$ cat src/rtl/pulse_seq_pkg.sv
// Shared encodings for the pulse sequence generator: counter width default,
// run-mode encodings and the sequencer state type.
package pulse_seq_pkg;

  localparam int unsigned CNT_W_DEF = 32;

  localparam logic MODE_CONT = 1'b0;
  localparam logic MODE_SHOT = 1'b1;

  typedef enum logic {
    ST_IDLE = 1'b0,
    ST_RUN  = 1'b1
  } state_e;

endpackage

$ cat src/rtl/pulse_window.sv
// One programmable pulse window: hit while start <= cnt < start + width.
// The end point is formed one bit wider than the counter so start + width
// can never wrap around. A zero width gives an empty window.
module pulse_window
  import pulse_seq_pkg::*;
#(
  parameter int unsigned CNT_W = CNT_W_DEF
) (
  input  logic [CNT_W-1:0] start_i,
  input  logic [CNT_W-1:0] width_i,
  input  logic             en_i,
  input  logic [CNT_W-1:0] cnt_i,
  output logic             hit_o
);

  logic [CNT_W:0] stop_x;

  // Window compare against the exclusive, overflow-free end point.
  always_comb begin
    stop_x = {1'b0, start_i} + {1'b0, width_i};
    hit_o  = en_i && (cnt_i >= start_i) && ({1'b0, cnt_i} < stop_x);
  end

endmodule

$ cat src/rtl/pulse_seq_gen.sv
// N-pulse sequence generator. A period counter runs 0..period-1 while in RUN;
// each enabled window that covers the current count drives the OR'd output,
// which is retimed through a flop so it is glitch-free. Configuration is
// captured into pending registers and only copied to the active set at a
// period boundary (wrap to 0) or while idle, so a period never mixes configs.
module pulse_seq_gen
  import pulse_seq_pkg::*;
#(
  parameter int unsigned CNT_W      = CNT_W_DEF,
  parameter int unsigned N_PULSES   = 4,
  parameter int unsigned DEF_PERIOD = 200000,
  parameter int unsigned DEF_P0_ST  = 0,
  parameter int unsigned DEF_P0_W   = 30,
  parameter int unsigned DEF_P1_ST  = 230,
  parameter int unsigned DEF_P1_W   = 60
) (
  input  logic                      clk,
  input  logic                      rst,
  input  logic                      run,
  input  logic                      mode,
  input  logic                      trig,
  input  logic                      cfg_load,
  input  logic [CNT_W-1:0]          cfg_period,
  input  logic [N_PULSES*CNT_W-1:0] cfg_start,
  input  logic [N_PULSES*CNT_W-1:0] cfg_width,
  input  logic [N_PULSES-1:0]       cfg_en,
  output logic                      out,
  output logic                      sync,
  output logic                      busy,
  output logic                      cfg_err
);

  // Sequencer state and period counter
  state_e             state_q, state_d;
  logic [CNT_W-1:0]   cnt_q, cnt_d;
  logic               last_cnt;
  logic               wrap;

  // Active configuration (drives the windows)
  logic [CNT_W-1:0]                 act_period_q;
  logic [N_PULSES-1:0][CNT_W-1:0]   act_start_q;
  logic [N_PULSES-1:0][CNT_W-1:0]   act_width_q;
  logic [N_PULSES-1:0]              act_en_q;

  // Pending (shadow) configuration
  logic [CNT_W-1:0]                 pend_period_q;
  logic [N_PULSES-1:0][CNT_W-1:0]   pend_start_q;
  logic [N_PULSES-1:0][CNT_W-1:0]   pend_width_q;
  logic [N_PULSES-1:0]              pend_en_q;
  logic                             pend_vld_q;

  // Power-on window set
  logic [N_PULSES-1:0][CNT_W-1:0]   def_start;
  logic [N_PULSES-1:0][CNT_W-1:0]   def_width;
  logic [N_PULSES-1:0]              def_en;

  // Config handshake
  logic load_ok;
  logic load_bad;
  logic apply;

  // Window hits and output next-state
  logic [N_PULSES-1:0] hit;
  logic                out_d, sync_d, busy_d, cfg_err_d;
  logic                out_q, sync_q, busy_q, cfg_err_q;

  for (genvar g = 0; g < N_PULSES; g++) begin : g_win
    pulse_window #(
      .CNT_W (CNT_W)
    ) u_win (
      .start_i (act_start_q[g]),
      .width_i (act_width_q[g]),
      .en_i    (act_en_q[g]),
      .cnt_i   (cnt_q),
      .hit_o   (hit[g])
    );
  end

  // Reset window set: pulses 0 and 1 enabled with their defaults, rest off.
  always_comb begin
    for (int i = 0; i < N_PULSES; i++) begin
      def_start[i] = '0;
      def_width[i] = '0;
      def_en[i]    = 1'b0;
      if (i == 0) begin
        def_start[i] = CNT_W'(DEF_P0_ST);
        def_width[i] = CNT_W'(DEF_P0_W);
        def_en[i]    = 1'b1;
      end else if (i == 1) begin
        def_start[i] = CNT_W'(DEF_P1_ST);
        def_width[i] = CNT_W'(DEF_P1_W);
        def_en[i]    = 1'b1;
      end
    end
  end

  // Next state / counter: start from IDLE on run or trig, end or wrap at period-1.
  always_comb begin
    state_d  = state_q;
    cnt_d    = cnt_q;
    wrap     = 1'b0;
    last_cnt = (cnt_q == (act_period_q - CNT_W'(1)));
    case (state_q)
      ST_IDLE: begin
        cnt_d = '0;
        if (((mode == MODE_CONT) && run) || ((mode == MODE_SHOT) && trig)) begin
          state_d = ST_RUN;
        end
      end
      ST_RUN: begin
        if (last_cnt) begin
          cnt_d = '0;
          if ((mode == MODE_SHOT) || !run) begin
            state_d = ST_IDLE;
          end else begin
            wrap = 1'b1;
          end
        end else begin
          cnt_d = cnt_q + CNT_W'(1);
        end
      end
      default: begin
        state_d = ST_IDLE;
        cnt_d   = '0;
      end
    endcase
  end

  // Config acceptance and apply point; a period never changes config mid-way.
  always_comb begin
    load_ok  = cfg_load && (cfg_period >= CNT_W'(2));
    load_bad = cfg_load && (cfg_period <  CNT_W'(2));
    apply    = pend_vld_q && ((state_q == ST_IDLE) || wrap);
  end

  // Output next-state: all outputs are one cycle behind the counter.
  always_comb begin
    out_d     = (state_q == ST_RUN) && (|hit);
    sync_d    = (state_q == ST_RUN) && (cnt_q == '0);
    busy_d    = (state_d == ST_RUN);
    cfg_err_d = load_bad;
  end

  // State and counter registers.
  always_ff @(posedge clk) begin
    if (rst) begin
      state_q <= ST_IDLE;
      cnt_q   <= '0;
    end else begin
      state_q <= state_d;
      cnt_q   <= cnt_d;
    end
  end

  // Active config: defaults on reset, otherwise copied from pending at apply.
  always_ff @(posedge clk) begin
    if (rst) begin
      act_period_q <= CNT_W'(DEF_PERIOD);
      act_start_q  <= def_start;
      act_width_q  <= def_width;
      act_en_q     <= def_en;
    end else if (apply) begin
      act_period_q <= pend_period_q;
      act_start_q  <= pend_start_q;
      act_width_q  <= pend_width_q;
      act_en_q     <= pend_en_q;
    end
  end

  // Pending flag: a new load wins over a same-cycle apply of the older value.
  always_ff @(posedge clk) begin
    if (rst) begin
      pend_vld_q <= 1'b0;
    end else if (load_ok) begin
      pend_vld_q <= 1'b1;
    end else if (apply) begin
      pend_vld_q <= 1'b0;
    end
  end

  // Pending data: only meaningful while the pending flag is set.
  always_ff @(posedge clk) begin
    if (load_ok) begin
      pend_period_q <= cfg_period;
      pend_start_q  <= cfg_start;
      pend_width_q  <= cfg_width;
      pend_en_q     <= cfg_en;
    end
  end

  // Registered outputs.
  always_ff @(posedge clk) begin
    if (rst) begin
      out_q     <= 1'b0;
      sync_q    <= 1'b0;
      busy_q    <= 1'b0;
      cfg_err_q <= 1'b0;
    end else begin
      out_q     <= out_d;
      sync_q    <= sync_d;
      busy_q    <= busy_d;
      cfg_err_q <= cfg_err_d;
    end
  end

  assign out     = out_q;
  assign sync    = sync_q;
  assign busy    = busy_q;
  assign cfg_err = cfg_err_q;

endmodule

$ cat config.mk
export PLATFORM = sky130hd
export DESIGN_NAME = pulse_seq_gen
export DESIGN_NICKNAME = d
export VERILOG_FILES = /design/src/rtl/pulse_seq_pkg.sv /design/src/rtl/pulse_window.sv /design/src/rtl/pulse_seq_gen.sv
export SDC_FILE = /design/constraint.sdc
export NUM_CORES = 1
export LEC_CHECK = 0
export ABC_AREA = 1
export BUFFER_PORTS_ARGS = -buffer_cell sky130_fd_sc_hd__buf_2
export CORE_ASPECT_RATIO = 0.75
export CORE_MARGIN = 2
export CORE_UTILIZATION = 55
export CTS_BUF_LIST = sky130_fd_sc_hd__clkbuf_16
export DETAILED_ROUTE_END_ITERATION = 12
export GPL_TIMING_DRIVEN = 0
export HOLD_SLACK_MARGIN = 0.1
export MAX_ROUTING_LAYER = met4
export PLACE_DENSITY_LB_ADDON = 0.2
export SYNTH_ARGS = -nofsm -noshare
export SYNTH_HDL_FRONTEND = slang
export SYNTH_SLANG_ARGS = --single-unit
$ cat constraint.sdc
create_clock -name clk -period 7.4 [get_ports clk]
set_input_delay 0.74 -clock clk [delete_from_list [all_inputs] [get_ports clk]]
set_output_delay 0.74 -clock clk [all_outputs]
set_load 0.02 [all_outputs]
==> reports/results.md <==
| Quantity | Value | Unit |
|:---|:---|:---|
| Run status | complete, but fails checks | - |
| Violations in the final reports | max-capacitance violations, max-slew violations | - |
| Endpoint type of the worst setup path | register | - |
| Average vias per placed instance | 5.38 | - |
| Flip-flop cell with the highest count after synthesis | sky130_fd_sc_hd__dfxtp_1 | - |
| Quantity of I/O buffers inserted on ports | 301 | - |
| Largest fanout on the critical path | 3 | - |
| Share of synthesized area occupied by flip-flops and latches | 40.8 | % |
| Number of nets still failing antenna checks after routing | 0 | - |
| Final max-slew violation count | 28 | - |
| Final cycle utilization of the critical path | 68.6 | % |
| Pin count of the biggest net entering global routing | 132 | - |
| Number of nets in the final layout | 5,765 | - |
| Main area contributors after synthesis | sky130_fd_sc_hd__edfxtp_1 (23%), sky130_fd_sc_hd__dfxtp_1 (18%), sky130_fd_sc_hd__ha_1 (13%), sky130_fd_sc_hd__nand2_1 (8.6%), sky130_fd_sc_hd__a21oi_1 (6.9%) | - |
| Total power of the final layout | 8.89 | mW |
| Launching instance or port of the critical path | act_width_q[0] | - |
| WL/cell | 18.2 | µm |
| Placeable core area | 68,000 | µm² |
| Final-report setup violation count | 0 | - |
| Count of flip-flops with a built-in enable after synthesis | 292 | - |
| Leading cell type by number of instances after synthesis | sky130_fd_sc_hd__nand2_1 | - |
| Final wirelength | 110,000 | µm |
| CP peak stage delay | 0.40 | ns |
| Clk buf depth | 3 | - |
| Normalized max-slew margin | -2.95 | % |
| Die Footprint | 70,500 | µm² |
| Net switching power | 2.68 | mW |
| Root Buffer Master | sky130_fd_sc_hd__clkbuf_16 | - |
| Net count after synthesis | 5,399 | - |
| Sequential power share | 45.6 | % |
| Tightest Pin Transition | 1.54 | ns |
| Final critical delay including setup and external delays | 5.08 | ns |
| Clock latency reported for the late side of the worst-skew pair | 0.67 | ns |
| Global-route wire length before repair | 168,000 | µm |
| Count of yosys warnings during synthesis | 0 | - |
| Tightest Hold Check Type | primary input to register | - |
| Post-CTS Setup Inserts | 0 | - |
| Fraction of synthesized cell area taken by the top area cell type | 23.3 | % |
| CP startpoint kind | register | - |
| Switching share of power | 30.1 | % |
| Fraction of final layout cells with drive strength greater than 1 | 9.70 | % |
| CTS Sinks | 621 | - |
| Number of library cell types mapped by synthesis | 52 | - |
| CTS tree | done | - |
| Post-CTS sizing | 0 | - |
| Layout filler cell count | 6,291 | - |
| Post-detailed-route DRC marker count | 0 | - |
| Total number of H-tree levels | 2 | - |
| R2R Path Start | act_width_q[0] | - |
| Uppermost metal layer occupied by signal nets | met4 | - |
| Max Freq | 0.197 | GHz |
| Post-CTS clock slew at the launch and capture registers of the worst setup and hold paths | 0.06 | ns |
| Final hold violation count | 0 | - |
| Half-perimeter wire length of the detailed placement result | 81,700 | µm |
| Internal Pwr Total | 6.21 | mW |
| Placement Rows | 83 | - |
| Growth of design area from synthesis to finish | 12.4 | % |
| Antenna diodes | 0 | - |
| Cell family with most CP delay | compound AO/OA/AOI/OAI gates | - |
| Syn_area_per_cell | 7.98 | µm² |
| Worst reg2reg path endpoint | out | - |
| Logic gate share of total power | 19.9 | % |
| Vertical die dimension | 231 | µm |
| Via count of the first global-routing pass | 29,900 | - |
| Largest area contributor in the synthesized netlist | sky130_fd_sc_hd__edfxtp_1 | - |
| Met3 Wirelength | 8880 | µm |
| Worst Setup EP | out | - |
| Startpoint of the tightest hold check path | cfg_width[11] | - |
| Total number of cells along the worst setup path | 25 | - |
| Count of hold-fix buffers inserted at cts | 0 | - |
| Gr ovfl total | 0 | - |
| Area after DPL | 40,300 | µm² |
| Placer congestion estimate | 0.977 | - |
| Number of buffers created by CTS | 60 | - |
| Met2 Routed Length | 45,500 | µm |
| Worst-case vdd ir drop | 0.211 | mV |
| Post-route met1 wirelength | 52,000 | µm |
| Via count | 32,400 | - |
| Worst path bufs/invs | 1 | - |
| Worst Path Class, Setup | register to register | - |
| Initial antenna violation count | 4 | - |
| Proportion of power drawn by the clock network | 34.5 | % |
| Post-layout instance area | 42,300 | µm² |
| Crit path max-delay cell type | sky130_fd_sc_hd__dfxtp_1 | - |
| Initial DRC Count | 2,968 | - |
| Most Frequent Cell on Critical Path | sky130_fd_sc_hd__nor2_1 | - |
| Mapped cell area | 37,600 | µm² |
| Initial DRT Pass Iterations | 5 | - |
| Standby leakage power | 20.4 | nW |
| Post-synthesis cell count | 4,714 | - |
| Clock skew after layout | 0.0260 | ns |
| Horizontal die dimension | 306 | µm |
| Total routing resource utilization after global routing | 31.8 | % |
| Number of cell instances on the worst register-to-register path | 25 | - |
| RSZ-0062 raised after global routing | false | - |
| Number of synthesized register bits | 621 | - |
| Starting utilization of the core area | 55.3 | % |
| Critical path arrival | 5.58 | ns |
| Maximum capacitance violations | 2 | - |
| Reg2Reg Setup Slack | 2.32 | ns |
| I/O pin count | 302 | - |
| Power density over the cells | 210 | nW/µm² |
| Most frequent cells after synthesis | sky130_fd_sc_hd__nand2_1 (864), sky130_fd_sc_hd__inv_1 (671), sky130_fd_sc_hd__nor2_1 (543) | - |
| Async set-or-reset flop fraction in the synthesized netlist | 0 | % |
| Required arrival time at the worst endpoint | 7.91 | ns |
-- worst reg2reg max path, stage by stage, from the launching register on --
cell	delay, ns
sky130_fd_sc_hd__dfxtp_1	0.40
sky130_fd_sc_hd__ha_1	0.26
sky130_fd_sc_hd__fa_1	0.40
sky130_fd_sc_hd__nand3_1	0.10
sky130_fd_sc_hd__nand3_1	0.15
sky130_fd_sc_hd__a21oi_1	0.30
sky130_fd_sc_hd__o21ai_0	0.22
sky130_fd_sc_hd__a21boi_0	0.35
sky130_fd_sc_hd__inv_1	0.11
sky130_fd_sc_hd__nand2_1	0.07
sky130_fd_sc_hd__nand2_1	0.07
sky130_fd_sc_hd__a21boi_0	0.33
sky130_fd_sc_hd__o21ai_0	0.17
sky130_fd_sc_hd__xnor2_1	0.23
sky130_fd_sc_hd__ha_1	0.29
sky130_fd_sc_hd__a21oi_1	0.13
sky130_fd_sc_hd__nor2_1	0.06
sky130_fd_sc_hd__a211oi_1	0.23
sky130_fd_sc_hd__nor2_1	0.08
sky130_fd_sc_hd__nor2_1	0.09
sky130_fd_sc_hd__nand2_1	0.05
sky130_fd_sc_hd__nor2_1	0.11
sky130_fd_sc_hd__nand3_1	0.17
sky130_fd_sc_hd__nand2_1	0.12
sky130_fd_sc_hd__nor2_1	0.05
sky130_fd_sc_hd__nor2_1	0.39
-- metrics by stage --
step / worst slack, ns / utilization, % / cells / hold WS (ns) / TNS (ns)
2_1_floorplan: 0.133 / - / 4714 / 0.429 / 0
3_3_place_gp: -2.44 / 59.2 / 5907 / 0.442 / -697.35
3_5_place_dp: 2.56 / 59.3 / 5910 / 0.445 / 0
4_1_cts: 2.53 / 62.2 / 6024 / 0.208 / 0
5_1_grt: 2.15 / 62.2 / 6024 / 0.229 / 0
6_report: 2.32 / 62.2 / 6024 / 0.242 / 0
-- power groups by stage --
stage / clock network (mW) / registers [mW] / logic, mW
after floorplan: 0 / 4.06 / 1.25
after global placement: 0 / 4.15 / 1.70
after detailed placement: 0 / 4.12 / 1.74
after CTS: 3.12 / 4.05 / 1.75
after global routing: 3.25 / 4.08 / 1.99
final: 3.07 / 4.06 / 1.77
-- cells by family (layout without fill, tap and decap cells) --
logic type                 count (synthesis)  count (layout)  share of synthesized area (%)
and+or+nand+nor                         1987            1987                           22.3
buffers and inverters                    838            1256                           9.51
AOI/OAI and AO/OA                        698             698                           10.1
DFF                                      621             621                           40.8
adders and majority gates                387             387                           12.9
xor gates and xnor gates                 183             183                           4.33
-- how the worst min path moves through the flow --
| stage | to | slack (ns) | cells after the start |
|---|---|---|---|
| 2_1_floorplan | act_en_q[0] | 0.43 | 2 |
| 3_3_place_gp | act_en_q[1] | 0.44 | 2 |
| 3_5_place_dp | act_en_q[1] | 0.45 | 2 |
| 4_1_cts | pend_width_q[14] | 0.21 | 1 |
| 5_1_grt | pend_width_q[8] | 0.23 | 1 |
| 6_report | pend_width_q[11] | 0.24 | 1 |
-- area by class of cell --
type                            instances  area (µm²)  share of cell area (%)
Multi-Input combinational cell       3255       18700                    44.2
Sequential cell                       621       15400                    36.3
Inverter                              675        2540                    6.01
Timing Repair Buffer                  304        1590                    3.76
Clock buffer                           63        1580                    3.73
Tap cell                              892        1120                    2.64
Buffer                                163        1050                    2.47
Clock inverter                         51         372                   0.879
-- flip-flops by register name, indices dropped and copies added (netlist names), 4 cells and up --
| register | count |
|---|---|
| pend_en_q | 4 |
| pend_width_q | 128 |
| act_en_q | 4 |
| pend_start_q | 128 |
| act_period_q | 32 |
| pend_period_q | 32 |
| act_width_q | 128 |
| act_start_q | 128 |
| cnt_q | 32 |
-- routing by layer --
metal  global-route usage, %  vias to the layer above
met5                       -                        -
met4                    9.79                        0
met3                    5.43                      183
met2                    46.2                      982
met1                    45.2                    14900
li1                        -                    16400
-- placed cells by master (no fill, tap or decap), types with 7 or more instances in the layout --
master / Yosys / routed
sky130_fd_sc_hd__o21ai_0: 57 / 57
sky130_fd_sc_hd__buf_1: 28 / 28
sky130_fd_sc_hd__o211ai_1: 13 / 13
sky130_fd_sc_hd__nor2_1: 543 / 543
sky130_fd_sc_hd__xnor2_1: 89 / 89
sky130_fd_sc_hd__buf_6: 45 / 45
sky130_fd_sc_hd__nor4_1: 22 / 22
sky130_fd_sc_hd__nand4_1: 67 / 67
sky130_fd_sc_hd__dfxtp_1: 329 / 327
sky130_fd_sc_hd__buf_4: 17 / 17
sky130_fd_sc_hd__a21o_1: 20 / 20
sky130_fd_sc_hd__a21boi_0: 10 / 10
sky130_fd_sc_hd__nand2_1: 864 / 864
sky130_fd_sc_hd__o221ai_1: 7 / 7
sky130_fd_sc_hd__a21oi_1: 518 / 518
sky130_fd_sc_hd__clkinv_2: 0 / 12
sky130_fd_sc_hd__xor2_1: 92 / 92
sky130_fd_sc_hd__clkbuf_16: 0 / 63
sky130_fd_sc_hd__edfxtp_1: 292 / 292
sky130_fd_sc_hd__clkbuf_1: 69 / 67
sky130_fd_sc_hd__o31ai_1: 7 / 7
sky130_fd_sc_hd__inv_1: 671 / 684
sky130_fd_sc_hd__buf_2: 2 / 303
sky130_fd_sc_hd__a211oi_1: 12 / 12
sky130_fd_sc_hd__o21bai_1: 7 / 7
sky130_fd_sc_hd__ha_1: 383 / 383
sky130_fd_sc_hd__o21a_1: 8 / 8
sky130_fd_sc_hd__nor3_1: 59 / 59
sky130_fd_sc_hd__a31oi_1: 29 / 29
sky130_fd_sc_hd__nand3_1: 392 / 392
Note: power is estimated with default switching activity, not from simulation.
